## src/rtl/rsa_job_ctrl.sv

```systemverilog
`default_nettype none
// ============================================================================
// Module   : rsa_job_ctrl
// Brief    : Host-side job initiator for the RSA_PBL modular-exponentiation
//            core: word-stream operand load, core launch, result word drain.
// Revision : 1.0 - initial release
// ============================================================================
module rsa_job_ctrl #(
    parameter int DW      = 256,
    parameter int BW      = 32,
    parameter int NW      = DW / BW,
    parameter int RST_CYC = 2,
    parameter int TIMEOUT = 65535
) (
    input  logic          clk,
    input  logic          rst,
    input  logic          in_valid,
    output logic          in_ready,
    input  logic [BW-1:0] in_word,
    output logic          out_valid,
    input  logic          out_ready,
    output logic [BW-1:0] out_word,
    output logic          out_last,
    output logic          core_rstn,
    output logic [31:0]   core_mp,
    output logic [31:0]   core_pow,
    output logic [DW-1:0] core_modulos,
    output logic [DW-1:0] core_indata,
    input  logic [DW-1:0] core_outdata,
    input  logic          core_end,
    output logic          busy,
    output logic          err_timeout
);

    localparam int IW  = $clog2(2 * NW + 2);
    localparam int CW  = $clog2(RST_CYC + 1);
    localparam int NCW = (NW > 1) ? $clog2(NW) : 1;

    localparam logic [IW-1:0]  c_LAST_IDX  = IW'(2 * NW + 1);
    localparam logic [CW-1:0]  c_RST_LAST  = CW'(RST_CYC - 1);
    localparam logic [15:0]    c_TO_LAST   = 16'(TIMEOUT - 1);
    localparam logic [NCW-1:0] c_LAST_WORD = NCW'(NW - 1);

    typedef enum logic [1:0] {
        S_LOAD  = 2'd0,
        S_START = 2'd1,
        S_RUN   = 2'd2,
        S_DRAIN = 2'd3
    } state_t;

    state_t         r_state;
    state_t         w_state_nxt;
    logic [IW-1:0]  r_idx;
    logic [CW-1:0]  r_cyc;
    logic [15:0]    r_run_cnt;
    logic [DW-1:0]  r_shift;
    logic [NCW-1:0] r_cnt;

    logic w_accept;
    logic w_capture;
    logic w_timeout;
    logic w_out_hs;

    assign w_accept  = in_valid && (r_state == S_LOAD);
    // The core may still be presenting end_flag from a previous run while
    // it comes out of reset, so the first RUN cycle never captures.
    assign w_capture = (r_state == S_RUN) && core_end && (r_run_cnt != 16'd0);
    assign w_timeout = (r_state == S_RUN) && !w_capture && (r_run_cnt == c_TO_LAST);
    assign w_out_hs  = (r_state == S_DRAIN) && out_ready;
    assign out_word  = r_shift[BW-1:0];

    always_ff @(posedge clk) begin
        if (rst) begin
            r_state <= S_LOAD;
        end else begin
            r_state <= w_state_nxt;
        end
    end

    always_comb begin
        w_state_nxt = r_state;
        in_ready    = 1'b0;
        out_valid   = 1'b0;
        out_last    = 1'b0;
        core_rstn   = 1'b0;
        busy        = 1'b1;
        case (r_state)
            S_LOAD: begin
                in_ready = 1'b1;
                busy     = 1'b0;
                if (w_accept && (r_idx == c_LAST_IDX)) begin
                    w_state_nxt = S_START;
                end
            end
            S_START: begin
                if (r_cyc == c_RST_LAST) begin
                    w_state_nxt = S_RUN;
                end
            end
            S_RUN: begin
                core_rstn = 1'b1;
                if (w_capture) begin
                    w_state_nxt = S_DRAIN;
                end else if (w_timeout) begin
                    w_state_nxt = S_LOAD;
                end
            end
            S_DRAIN: begin
                core_rstn = 1'b1;
                out_valid = 1'b1;
                out_last  = (r_cnt == c_LAST_WORD);
                if (out_ready && (r_cnt == c_LAST_WORD)) begin
                    w_state_nxt = S_LOAD;
                end
            end
            default: w_state_nxt = S_LOAD;
        endcase
    end

    always_ff @(posedge clk) begin
        if (rst) begin
            r_idx        <= '0;
            r_cyc        <= '0;
            r_run_cnt    <= '0;
            r_shift      <= '0;
            r_cnt        <= '0;
            core_mp      <= '0;
            core_pow     <= '0;
            core_modulos <= '0;
            core_indata  <= '0;
            err_timeout  <= 1'b0;
        end else begin
            // Word 0 = mp, 1 = pow, then modulos and indata LS word first.
            if (w_accept) begin
                r_idx <= (r_idx == c_LAST_IDX) ? '0 : r_idx + 1'b1;
                if (r_idx == '0) begin
                    core_mp <= 32'(in_word);
                end
                if (r_idx == IW'(1)) begin
                    core_pow <= 32'(in_word);
                end
                for (int i = 0; i < NW; i++) begin
                    if (r_idx == IW'(2 + i)) begin
                        core_modulos[i*BW +: BW] <= in_word;
                    end
                    if (r_idx == IW'(2 + NW + i)) begin
                        core_indata[i*BW +: BW] <= in_word;
                    end
                end
            end

            r_cyc     <= (r_state == S_START) ? r_cyc + 1'b1 : '0;
            r_run_cnt <= (r_state == S_RUN) ? r_run_cnt + 1'b1 : '0;

            if (w_capture) begin
                r_shift <= core_outdata;
            end else if (w_out_hs) begin
                r_shift <= r_shift >> BW;
            end

            if (w_out_hs) begin
                r_cnt <= (r_cnt == c_LAST_WORD) ? '0 : r_cnt + 1'b1;
            end

            if (w_timeout) begin
                err_timeout <= 1'b1;
            end
        end
    end

endmodule
`default_nettype wire

```

## config.mk

```make
export PLATFORM = sky130hd
export DESIGN_NAME = rsa_job_ctrl
export DESIGN_NICKNAME = d
export VERILOG_FILES = /design/src/rtl/rsa_job_ctrl.sv
export SDC_FILE = /design/constraint.sdc
export NUM_CORES = 2
export LEC_CHECK = 0
export ABC_AREA = 1
export CORE_AREA = 2 2 355 357
export DETAILED_ROUTE_END_ITERATION = 7
export DIE_AREA = 0 0 357 359
export PLACE_DENSITY = 0.53
export SETUP_SLACK_MARGIN = 0.4
export SKIP_CTS_REPAIR_TIMING = 1
export SLEW_MARGIN = 25
export SYNTH_ARGS = -nofsm -noshare
export SYNTH_HDL_FRONTEND = slang
export SYNTH_SLANG_ARGS = --single-unit
```

## constraint.sdc

```tcl
create_clock -name clk -period 1.9 [get_ports clk]
set_input_delay 0.38 -clock clk [delete_from_list [all_inputs] [get_ports clk]]
set_output_delay 0.38 -clock clk [all_outputs]
set_load 0.05 [all_outputs]
```

==> impl_metrics.env <==
export IMPL_wl_per_cell_um=22.72
export IMPL_wl_mm=159.0
export IMPL_io_buffers=906
export IMPL_grt_ovfl_total=0
export IMPL_final_max_slew_viol_count=0
export IMPL_grt_max_degree=136
export IMPL_relSlewSlack_pct=51.83
export IMPL_clkLatencyLatePin_ns=0.71
export IMPL_htreeDepth=3
export IMPL_grt_usage_pct=23.86
export IMPL_synthArstFlopShare_pct=0
export IMPL_fp_row_count=130
export IMPL_syn_inst=4450
export IMPL_swShare_pct=28.94
export IMPL_synth_area_leader_cell="dfxtp_1"
export IMPL_violations="setup timing"
export IMPL_crit_family="flip-flops"
export IMPL_drtIter0Drc=2759
export IMPL_viasPerCell=4.770
export IMPL_finalPower_w=0.04628
export IMPL_dp_slack_ns=-0.3660
export IMPL_seqPwrFrac_pct=40.9
export IMPL_synth_seq_area_share_pct=51.47
export IMPL_avgSynthCellArea_sq_um=7.525
export IMPL_skew_ns=0.06323
export IMPL_synth_area_leaders="dfxtp_1, nor2_1, o21ai_0, nand3_1, a21oi_1"
export IMPL_final_setup_viol_count=7
export IMPL_intPower_w=0.03289
export IMPL_clock_fmax_mhz=506.9
export IMPL_die_w_um=357
export IMPL_post_route_util_pct=39.38
export IMPL_drt_pass1_iterations=5
export IMPL_cts_buffers=100
export IMPL_worst_pin_slew_ns=0.7226
export IMPL_p_sw_w=0.01339
export IMPL_fin_setup_tns_ns=-0.1757
export IMPL_netlist_area_sq_um=33490
export IMPL_clkSlewWorstSetupHoldPaths_ns=0.06
export IMPL_min_path_type="in -> reg"
export IMPL_crit_arrival_ns=1.59
export IMPL_critPathKind="reg -> out"
export IMPL_synth_top_area_share_pct=51.47
export IMPL_clock_sinks=861
export IMPL_cap_violations=0
export IMPL_finalCritPeriodShare_pct=103.8
export IMPL_clk_path_buf_depth=3
export IMPL_grt_pass1_vias=32060
export IMPL_dieArea_sq_um=128200
export IMPL_root_buffer="clkbuf_16"
export IMPL_synth_fp_nets=4754
export IMPL_finalHoldViolCount=0
export IMPL_ys_types=28
export IMPL_fin_nets=5562
export IMPL_combPwrFrac_pct=15.0
export IMPL_p_leak_nw=20.53
export IMPL_ys_ff_latch=861
export IMPL_cp_slowest_stage_delay_ns=0.36
export IMPL_clkPwrFrac_pct=44.1
export IMPL_cp_cell_sequence="nor2_4, clkinvlp_4, buf_12"
export IMPL_rsz0062_at_grt="true"
export IMPL_pin_count=907
export IMPL_remaining_drc_errors=0
export IMPL_area_growth_syn_to_layout_pct=46.50
export IMPL_peakVddDrop_mv=0.7922
export IMPL_antenna_left=0
export IMPL_critPathLaunchType="register"
export IMPL_placed_area_sq_um=44600
export IMPL_layout_drive_gt1_share_pct=22.87
export IMPL_initial_core_util_pct=26.88
export IMPL_core_area_sq_um=124600
export IMPL_crit_buf_inv=2
export IMPL_antenna_found_initial=16
export IMPL_setup_slack_ns=-0.07276
export IMPL_yosys_warnings=0
export IMPL_end_kind="output pin"
export IMPL_crit_path_max_fanout=4
export IMPL_synth_edf_count=0
export IMPL_dp_hpwl_mm=110.8
export IMPL_synth_flop_cell="dfxtp_1"
export IMPL_final_cell_area_sq_um=49060
export IMPL_worstPathRequired_ns=1.52
export IMPL_vias=33390
export IMPL_die_h_um=359
export IMPL_fin_crit_ns=1.973
export IMPL_cpMaxStageDelayCell="dfxtp_4"
export IMPL_status="finished, violations left"
export IMPL_cts_tree="yes"
export IMPL_p_per_area_nw_per_um2=943.3
export IMPL_gp_congestion=0.9057
export IMPL_grt_pass1_wl_mm=227.4
Yosys cell counts, types with 71 or more instances:
| library cell | count |
|---|---|
| nor2_1 | 1337 |
| clkbuf_1 | 187 |
| buf_1 | 71 |
| a21oi_1 | 271 |
| dfxtp_1 | 861 |
| inv_1 | 246 |
| buf_2 | 117 |
| a31oi_1 | 192 |
| nand3_1 | 302 |
| o21ai_0 | 533 |
| nand2_1 | 175 |
power by group through the flow:
stage	registers, W	logic, W	clock network [W]
3_3_place_gp	0.0192	0.00675	0
5_1_grt	0.0190	0.00730	0.0216
6_report	0.0189	0.00695	0.0204
4_1_cts	0.0189	0.00678	0.0208
2_1_floorplan	0.0209	0.00183	0
3_5_place_dp	0.0192	0.00676	0
state kept, by name, summed over array words and instances, names as in the netlist:
name / cells
core_indata: 256
core_modulos: 256
r_shift: 256
core_mp: 32
core_pow: 32
r_run_cnt: 16
r_idx: 5
r_cnt: 3
r_cyc: 2
r_state: 2
err_timeout: 1
cells by family after synthesis:
family                   count (synthesis)  synth area share [%]
XOR/XNOR                                 4                0.1046
flip-flops                             861                 51.47
adder cells (fa/ha/maj)                 11                0.4110
AO/OA/AOI/OAI                         1049                 16.89
AND/OR/NAND/NOR                       1837                 22.01
buffers and inverters                  688                 9.113
worst register-to-register path: stages (launching register included):
cell	delay (ns)
dfxtp_2	0.32
inv_1	0.06
ha_1	0.15
nand2_1	0.06
nor2_2	0.13
nand2_4	0.17
buf_12	0.22
a31oi_1	0.52
a21oi_1	0.13
cell type report:
| type | count | area (sq um) |
|---|---|---|
| diodes | 10 | 25.02 |
| clock buffers | 147 | 2939 |
| clock inverters | 37 | 545.5 |
| fillers | 12780 | 75530 |
| inverters | 254 | 989.7 |
| multi-input cells | 2901 | 13480 |
| flip-flops and latches | 861 | 17410 |
| well taps | 1650 | 2064 |
| repair buffers | 1140 | 11610 |
cell usage in the layout (no fill, tap or decap), types with 46 or more instances in the layout:
| master | synthesis | final |
|---|---|---|
| inv_1 | 246 | 232 |
| nand3_1 | 302 | 298 |
| buf_12 | 0 | 114 |
| buf_4 | 32 | 583 |
| o21ai_0 | 533 | 527 |
| nand2_1 | 175 | 171 |
| clkbuf_16 | 0 | 100 |
| dfxtp_1 | 861 | 726 |
| a31oi_1 | 192 | 192 |
| clkdlybuf4s50_1 | 0 | 283 |
| buf_6 | 27 | 46 |
| dfxtp_2 | 0 | 134 |
| buf_8 | 0 | 89 |
| a21oi_1 | 271 | 270 |
| nor2_1 | 1337 | 1308 |
metrics by stage:
step | cells | hold slack [ns]
after floorplan | 4450 | 0.3973
after global placement | 6800 | 0.4054
after detailed placement | 6800 | 0.4173
after CTS | 6984 | 0.06593
after global routing | 6997 | 0.09446
final | 7000 | 0.1112
path summary, 6_finish.rpt:
path	from	to	slack, ns	depth (start not counted)
max	r_state[1]	busy	-0.07	3
min	in_word[7]	core_mp[7]	0.11	3
max reg2reg	r_run_cnt[0]	r_shift[35]	-0.01	8
min reg2reg	r_cyc[0]	r_cyc[0]	0.42	1
routing by layer:
layer | share of wire (%) | GRT usage (%) | vias up
li1 | - | - | 16080
met1 | 39 | 27.79 | 15890
met2 | 48 | 40.39 | 1168
met3 | 8.6 | 7.553 | 246
met4 | 4.0 | 9.458 | 8
met5 | 0.031 | 0 | -
Note: power is estimated with default switching activity, not from simulation.
